==> config.mk <==
export PLATFORM = sky130hd
export DESIGN_NAME = hazard_ctrl
export DESIGN_NICKNAME = d
export VERILOG_FILES = /design/src/rtl/hazard_ctrl.sv
export SDC_FILE = /design/constraint.sdc
export NUM_CORES = 1
export LEC_CHECK = 0
export CORE_MARGIN = 5
export CORE_UTILIZATION = 30
export CTS_CLUSTER_DIAMETER = 80
export DETAILED_ROUTE_END_ITERATION = 8
export PLACE_DENSITY_LB_ADDON = 0.15
export SLEW_MARGIN = 20
export SYNTH_ARGS = -nofsm -noshare
export SYNTH_HDL_FRONTEND = slang
export SYNTH_SLANG_ARGS = --single-unit
==> constraint.sdc <==
create_clock -name clk -period 2.3 [get_ports clk]
set_input_delay 0.46 -clock clk [delete_from_list [all_inputs] [get_ports clk]]
set_output_delay 0.46 -clock clk [all_outputs]
set_load 0.05 [all_outputs]
==> src/rtl/hazard_ctrl.sv <==
// Load-use stall and taken-branch flush controller for the 5-stage pipeline.
// Controls are Mealy outputs; state and the saturating perf counters are registered.
module hazard_ctrl #(
  parameter int unsigned LU_STALL = 1,
  parameter int unsigned CNT_W    = 16
) (
  input  logic             clk,
  input  logic             rst,
  input  logic [4:0]       FD_RS,
  input  logic [4:0]       FD_RT,
  input  logic             FD_UseRT,
  input  logic [4:0]       DX_RD,
  input  logic             DX_MemtoReg,
  input  logic             DX_RegWrite,
  input  logic             XF_BranchTaken,
  output logic             PC_Stall,
  output logic             FD_Stall,
  output logic             DX_Bubble,
  output logic             FD_Flush,
  output logic             PC_SelBranch,
  output logic             Busy,
  output logic [CNT_W-1:0] StallCnt,
  output logic [CNT_W-1:0] FlushCnt
);

  typedef enum logic [0:0] {StIdle, StStall} state_e;

  localparam logic [2:0]       StallInit = 3'(LU_STALL - 1);
  localparam logic [CNT_W-1:0] CntOne    = CNT_W'(1);

  state_e           state_q, state_d;
  logic [2:0]       cnt_q, cnt_d;
  logic [CNT_W-1:0] stall_cnt_q, stall_cnt_d;
  logic [CNT_W-1:0] flush_cnt_q, flush_cnt_d;
  logic             lu;

  assign lu = DX_MemtoReg & DX_RegWrite & (DX_RD != 5'd0) &
              ((DX_RD == FD_RS) | (FD_UseRT & (DX_RD == FD_RT)));

  always_comb begin
    state_d      = state_q;
    cnt_d        = cnt_q;
    PC_Stall     = 1'b0;
    FD_Stall     = 1'b0;
    DX_Bubble    = 1'b0;
    FD_Flush     = 1'b0;
    PC_SelBranch = 1'b0;
    Busy         = 1'b0;
    // Controls are forced low for the whole time reset is held.
    if (!rst) begin
      unique case (state_q)
        StIdle: begin
          if (XF_BranchTaken) begin
            FD_Flush     = 1'b1;
            DX_Bubble    = 1'b1;
            PC_SelBranch = 1'b1;
          end else if (lu) begin
            PC_Stall  = 1'b1;
            FD_Stall  = 1'b1;
            DX_Bubble = 1'b1;
            if (LU_STALL > 1) begin
              state_d = StStall;
              cnt_d   = StallInit;
            end
          end
        end
        StStall: begin
          Busy = 1'b1;
          if (XF_BranchTaken) begin
            FD_Flush     = 1'b1;
            DX_Bubble    = 1'b1;
            PC_SelBranch = 1'b1;
            state_d      = StIdle;
            cnt_d        = 3'd0;
          end else begin
            PC_Stall  = 1'b1;
            FD_Stall  = 1'b1;
            DX_Bubble = 1'b1;
            cnt_d     = cnt_q - 3'd1;
            if (cnt_q == 3'd1) state_d = StIdle;
          end
        end
        default: state_d = StIdle;
      endcase
    end
  end

  // Counters saturate at all-ones rather than wrapping.
  always_comb begin
    stall_cnt_d = stall_cnt_q;
    flush_cnt_d = flush_cnt_q;
    if (PC_Stall && (stall_cnt_q != '1)) stall_cnt_d = stall_cnt_q + CntOne;
    if (FD_Flush && (flush_cnt_q != '1)) flush_cnt_d = flush_cnt_q + CntOne;
  end

  always_ff @(posedge clk or posedge rst) begin
    if (rst) begin
      state_q     <= StIdle;
      cnt_q       <= 3'd0;
      stall_cnt_q <= '0;
      flush_cnt_q <= '0;
    end else begin
      state_q     <= state_d;
      cnt_q       <= cnt_d;
      stall_cnt_q <= stall_cnt_d;
      flush_cnt_q <= flush_cnt_d;
    end
  end

  assign StallCnt = stall_cnt_q;
  assign FlushCnt = flush_cnt_q;

endmodule

==> results_dict.tcl, run 1 <==
set metrics [dict create \
    place_congestion 0.7760 \
    max-cap-violations 0 \
    detailed_place_hpwl_um 3370 \
    critPathCaptureType "register" \
    clk_path_buf_depth 2 \
    num-nets-final 282 \
    crit_path_start_kind "input pin" \
    routed-via-count 1546 \
    cpMaxStageDelayCell "clkdlybuf4s50_1" \
    grt-ovfl-total 0 \
    cp_data_arrival_time_ns 2.45 \
    row_count 28 \
    reg2reg_from "FlushCnt[10]$_DFFE_PP0P_" \
    cpMostUsedCell "buf_4" \
    final_cell_mix "clkdlybuf4s50_1 (40), dfrtp_1 (36), xnor2_1 (30), buf_4 (23), nand2_1 (15)" \
    hold_violations 0 \
    timing.fmax_mhz 438.6 \
    post-route-util 0.4637 \
    grt_pass1_wl_um 7245 \
    start_util 0.3104 \
    final_common_cell "clkdlybuf4s50_1" \
    cts.sinks 36 \
    required_ns 2.47 \
    die_y_um 88.73 \
    drc 0 \
    io_pins 59 \
    wl_um 4531 \
    p_leak_nw 1.265 \
    antenna_found_initial 0 \
    root_buffer "clkbuf_8" \
    synth_top_family_by_area "simple AND/OR/NAND/NOR gates" \
    worstMarginPinSlew_ns 0.5083 \
    grt_util_all_layers 0.1187 \
    wl_per_cell_um 13.65 \
    synth_compound_area_frac 0.06662 \
    synth-xor-area-share 0.1743 \
    die_x_um 88.73 \
    synthSimpleGateAreaFrac 0.1952 \
    drive_above_1_share 0.1907 \
    cts_tree "yes" \
    dieArea_mm2 0.007872 \
    syn-cell-area_mm2 0.001859 \
    ys_warn_count 0 \
    area_growth_pct 49.39 \
    portBuffers 58 \
    synth_cells 175 \
    grt_pass1_vias 1535 \
    syn_avg_cell_area_um2 10.62 \
    viasPerCell 4.657 \
    synth-seq-area-share 0.4845 \
    crit_chain "clkdlybuf4s50_1, xnor2_1, nand4_1, o22ai_2, a21oi_2, buf_4, buf_4, buf_4, nor4_2, mux2_2" \
    path_class "input pin to register" \
    setup_viol 0 \
    cts_buffers 5 \
    ant_nets 0 \
    grt_max_degree 31 \
    reg2reg_to "FlushCnt[1]$_DFFE_PP0P_" \
    num_antenna_cells 0 \
    fin_skew_ns 0.004007 \
    hp-start "cnt_q[2]$_DFFE_PP0P_" \
    whs_path_depth 1 \
    synthAdderAreaFrac 0.02692 \
    htree_levels 2 \
    status "complete, no violations" \
    drt_iter0_markers 37 \
    p_per_area_mw_per_mm2 619.7 \
    ff2ff_path_depth 6 \
    cp_max_fo 3 \
    synthDistinctLibCells 29 \
    clock_latency_ns 0.28 \
    ir_drop_mv 0.4667 \
    fin_crit_ns 2.280 \
    hp-class "register to register" \
    clk_pin_slew_ns 0.07 \
    rrSetupSlack_ns 0.45 \
    syn_nets 200 \
    max-slew-margin-rel 0.6601 \
    final_max_slew_viol_count 0 \
    total_power_w 0.001721 \
    post-route-period-util 0.9914 \
    hold_end "cnt_q[2]$_DFFE_PP0P_" \
    synth_edf_count 0 \
    core_mm2 0.005991 \
    synth.mux.area_fraction 0.02423 \
    synth-async-reset-ratio 1.000 \
    synth_ff_type "dfrtp_1" \
    ys_seq_elements 36 \
    fill_cells 590 \
    firstDrtPassIters 4 \
    max_stage_delay_ns 0.47 \
]
final cells by class:
class | instances | area (um2) | area share
Timing Repair Buffer | 79 | 750.7 | 0.2703
Tap cell | 75 | 93.84 | 0.03378
Inverter | 6 | 26.28 | 0.009459
Clock buffer | 6 | 72.57 | 0.02613
Clock inverter | 1 | 5.005 | 0.001802
Multi-Input combinational cell | 129 | 928.4 | 0.3342
Sequential cell | 36 | 900.9 | 0.3243
cell families after synthesis:
logic type | Yosys count
flip-flops | 36
multiplexers | 4
buffers and inverters | 10
adder cells (fa/ha/maj) | 4
XOR/XNOR | 37
AND/OR/NAND/NOR | 67
AO/OA/AOI/OAI | 17
power breakdown:
part	internal [W]	switching, W	leakage, nW
Clock	0.000206	0.000213	0.0410
Sequential	0.000691	0.0000710	0.481
Combinational	0.000208	0.000332	0.743
metal layers:
metal	wire length, um	share of wire	up-vias	track usage
met1	2176	0.48	725	0.1607
met2	1980	0.44	47	0.1781
li1	-	-	772	-
met4	24	0.0053	0	0.04121
met5	0	0	-	0
met3	350	0.077	2	0.03818
through the flow:
stage / cell area [um2] / setup WS (ns) / setup TNS [ns] / cells / hold slack (ns)
after detailed placement: 2648 / -0.3209 / -4.017 / 321 / 0.4817
after CTS: 2735 / 0.0009829 / 0 / 330 / 0.4941
final: 2778 / 0.01988 / 0 / 332 / 0.4850
after global routing: 2778 / -0.01653 / -0.01653 / 332 / 0.5181
after floorplan: 1866 / 0.001456 / 0 / 175 / 0.4250
after global placement: 2648 / -0.3158 / -3.941 / 321 / 0.4734
cell usage after synthesis (2+ instances only):
master	count	share of area
or3_1	3	0.010
inv_1	6	0.012
dfrtp_1	36	0.48
mux2_2	4	0.024
and3_1	10	0.034
nand2_1	15	0.030
nand4_1	10	0.034
nand3_1	11	0.030
buf_4	2	0.0081
xor2_1	7	0.033
xnor2_1	30	0.14
o21ai_0	5	0.013
a21oi_1	5	0.013
nor2_1	7	0.014
and2_1	3	0.010
and4_1	5	0.024
ha_1	4	0.027
critical path: cells and delay by family:
family,cells,cell delay [ns]
buffers and inverters,4,0.85
AOI/OAI and AO/OA,2,0.25
muxes,1,0.36
and+or+nand+nor,2,0.42
xor gates and xnor gates,1,0.12
sequential cells by signal (all words and copies together) (netlist names):
signal    flops
state_q       1
StallCnt     16
cnt_q         3
FlushCnt     16
how the worst max path moves through the flow:
stage | start | to | slack (ns) | cells past startpoint
final | FD_RT[3] | StallCnt[12]$_DFFE_PP0P_ | 0.02 | 10
after detailed placement | DX_RD[2] | DX_Bubble | -0.32 | 6
after global routing | FD_RT[3] | StallCnt[12]$_DFFE_PP0P_ | -0.02 | 10
after floorplan | DX_RD[4] | DX_Bubble | 0.001 | 5
after global placement | DX_RD[0] | DX_Bubble | -0.32 | 6
after CTS | DX_RD[2] | DX_Bubble | 0.001 | 6
timing repair:
item | 4_1_cts | 5_1_grt
buffers inserted | 2 | 2
setup endpoints to repair | 3 | 3
gates resized for setup | 18 | 8
hold buffers | 0 | 0
gates cloned | 0 | 0
pin swaps | 9 | 8
hold endpoints to repair | 0 | 0
Note: power is estimated with default switching activity, not from simulation.
==> run 2, diff against run 1 <==
- CAP_MARGIN: default -> 20
- SLEW_MARGIN: 20 -> 5
==> results of run 2 <==
Final layout, timing and power as in run 1 (identical DEF).
==> run 3, diff against run 2 <==
- ABC_AREA: default -> 1
==> results_dict.tcl, run 3 <==
set metrics [dict create \
    status "complete, no violations" \
    dieArea_mm2 0.01006 \
    grt-ovfl-total 0 \
    cts_buffers 5 \
    drt_iter0_markers 82 \
    total_power_w 0.002072 \
    setup_viol 0 \
    synthDistinctLibCells 32 \
    wl_per_cell_um 12.18 \
    hp-class "register to register" \
    htree_levels 2 \
    worstMarginPinSlew_ns 0.5026 \
    max-slew-margin-rel 0.6639 \
    cp_data_arrival_time_ns 1.71 \
    root_buffer "clkbuf_8" \
    viasPerCell 4.515 \
    firstDrtPassIters 4 \
    cts_tree "yes" \
    synth.most_common_cell "nand2_1" \
    final_cell_mix "nand2_1 (121), inv_1 (38), clkdlybuf4s50_1 (38), dfrtp_1 (36), nand4_1 (22)" \
    core_mm2 0.008093 \
    drive_above_1_share 0.1125 \
    ys_warn_count 0 \
    grt_pass1_vias 2217 \
    grt_max_degree 26 \
    clk_pin_slew_ns 0.07 \
    ant_nets 0 \
    ys_seq_elements 36 \
    rrSetupSlack_ns 0.40 \
    post-route-period-util 0.9420 \
    area_growth_pct 37.75 \
    cp_max_fo 3 \
    clk_path_buf_depth 2 \
    num-nets-final 424 \
    synth_edf_count 0 \
    antenna_found_initial 0 \
    syn_avg_cell_area_um2 7.302 \
    synth_ff_type "dfrtp_1" \
    yosysTopAreaCellShare 0.3683 \
    wl_um 6153 \
    preCtsSetupSlack_ns -0.1145 \
    clock_latency_ns 0.29 \
    max-cap-violations 0 \
    place_congestion 0.8076 \
    hold_violations 0 \
    start_util 0.3023 \
    fin_crit_ns 2.167 \
    yosys.area.top_type "dfrtp_1" \
    synth_cells 335 \
    post_cts_buffers 0 \
    num_antenna_cells 0 \
    critPathCaptureType "output pin" \
    required_ns 1.84 \
    cts_hold_buf 0 \
    grt_pass1_wl_um 10430 \
    synth_common_cells "nand2_1 (122), inv_1 (38), dfrtp_1 (36)" \
    fill_cells 856 \
    timing.fmax_mhz 461.6 \
    syn_nets 360 \
    final_common_cell "nand2_1" \
    final_max_slew_viol_count 0 \
    ir_drop_mv 0.2584 \
    detailed_place_hpwl_um 4767 \
    synth-seq-area-share 0.3683 \
    rsz0062_at_grt "no" \
    drc 0 \
    grt_util_all_layers 0.1273 \
    routed-via-count 2280 \
    p_leak_nw 1.726 \
    die_y_um 100.3 \
    cts.sinks 36 \
    fin_skew_ns 0.01023 \
    die_x_um 100.3 \
    row_count 33 \
    path_class "input pin to output pin" \
    synth-async-reset-ratio 1.000 \
    multi_input_area_mm2 0.001355 \
    io_pins 59 \
    worst_slack_ns 0.1335 \
    crit_path_start_kind "input pin" \
    synth_area_leaders "dfrtp_1 (37%), nand2_1 (19%), inv_1 (5.8%), nand4_1 (5.6%), xnor2_1 (5.4%)" \
    portBuffers 58 \
    p_per_area_mw_per_mm2 614.9 \
    syn-cell-area_mm2 0.002446 \
    regArea_um2 900.9 \
]
[run 3: cell count changes after synthesis, sizes merged, moves of 6 or more]
cell / change
nand2: +110
nand4: +14
nand3: +9
o21ai: +6
and3: -10
nor3: +7
xnor2: -15
inv: +35
nor2: +18
[run 3: worst max-delay path: stages]
cell	delay, ns
clkdlybuf4s50_1	0.47
xnor2_1	0.12
nand3_1	0.09
nand2_1	0.08
nand2_2	0.09
a21boi_4	0.22
buf_12	0.17
[run 3: cell families after synthesis]
logic type,after synthesis,synth area share
and+or+nand+nor,203,0.3862
buffers and inverters,50,0.08798
DFF,36,0.3683
xor gates and xnor gates,27,0.09668
AOI/OAI and AO/OA,15,0.04041
adders and majority gates,4,0.02046
[run 3: power by group]
group	internal [W]	total [W]	leakage (nW)	switching, W
logic	0.000254	0.000712	1.18	0.000457
registers	0.000708	0.000800	0.487	0.0000919
clock network	0.000321	0.000560	0.0541	0.000239
[run 3: metal layers]
metal | track usage | vias to the layer above | wire [um]
li1 | - | 1197 | -
met1 | 0.1599 | 1035 | 2780
met2 | 0.2197 | 39 | 3046
met3 | 0.02710 | 9 | 219
met4 | 0.03627 | 0 | 107
met5 | 0 | - | 0
[run 3: worst paths after layout]
kind,start,end,cells past startpoint
worst max-delay path,FD_RS[4],FD_Stall,7
worst min-delay path,cnt_q[2]$_DFFE_PP0P_,cnt_q[2]$_DFFE_PP0P_,2
worst max register to register,StallCnt[0]$_DFFE_PP0P_,StallCnt[1]$_DFFE_PP0P_,9
worst min register to register,cnt_q[2]$_DFFE_PP0P_,cnt_q[2]$_DFFE_PP0P_,2
max in group asynchronous,rst,StallCnt[4]$_DFFE_PP0P_,3
min in group asynchronous,rst,cnt_q[0]$_DFFE_PP0P_,3
[run 3: area by class of cell]
| type | instances | area share |
|---|---|---|
| Multi-Input combinational cell | 249 | 0.4022 |
| Sequential cell | 36 | 0.2674 |
| Timing Repair Buffer | 66 | 0.2128 |
| Inverter | 41 | 0.04567 |
| Tap cell | 105 | 0.03899 |
| Clock buffer | 5 | 0.02042 |
| Clock inverter | 3 | 0.01263 |
[run 3: repair_timing]
item | CTS | global route
gates resized for setup | 8 | 11
endpoints found under the hold margin | 0 | 0
pin swaps | 1 | 8
gates cloned | 0 | 0
setup endpoints to repair | 3 | 3
[run 3: metrics by stage]
stage / hold WS, ns / util / instances / area (um2) / setup TNS (ns)
final: 0.4973 / 0.4164 / 505 / 3369 / 0
after detailed placement: 0.4865 / 0.3980 / 497 / 3221 / -0.6044
after floorplan: 0.4530 / - / 335 / 2450 / 0
after CTS: 0.5040 / 0.4130 / 505 / 3342 / 0
after global routing: 0.5186 / 0.4164 / 505 / 3369 / 0
after global placement: 0.4752 / 0.3980 / 497 / 3221 / -0.2796
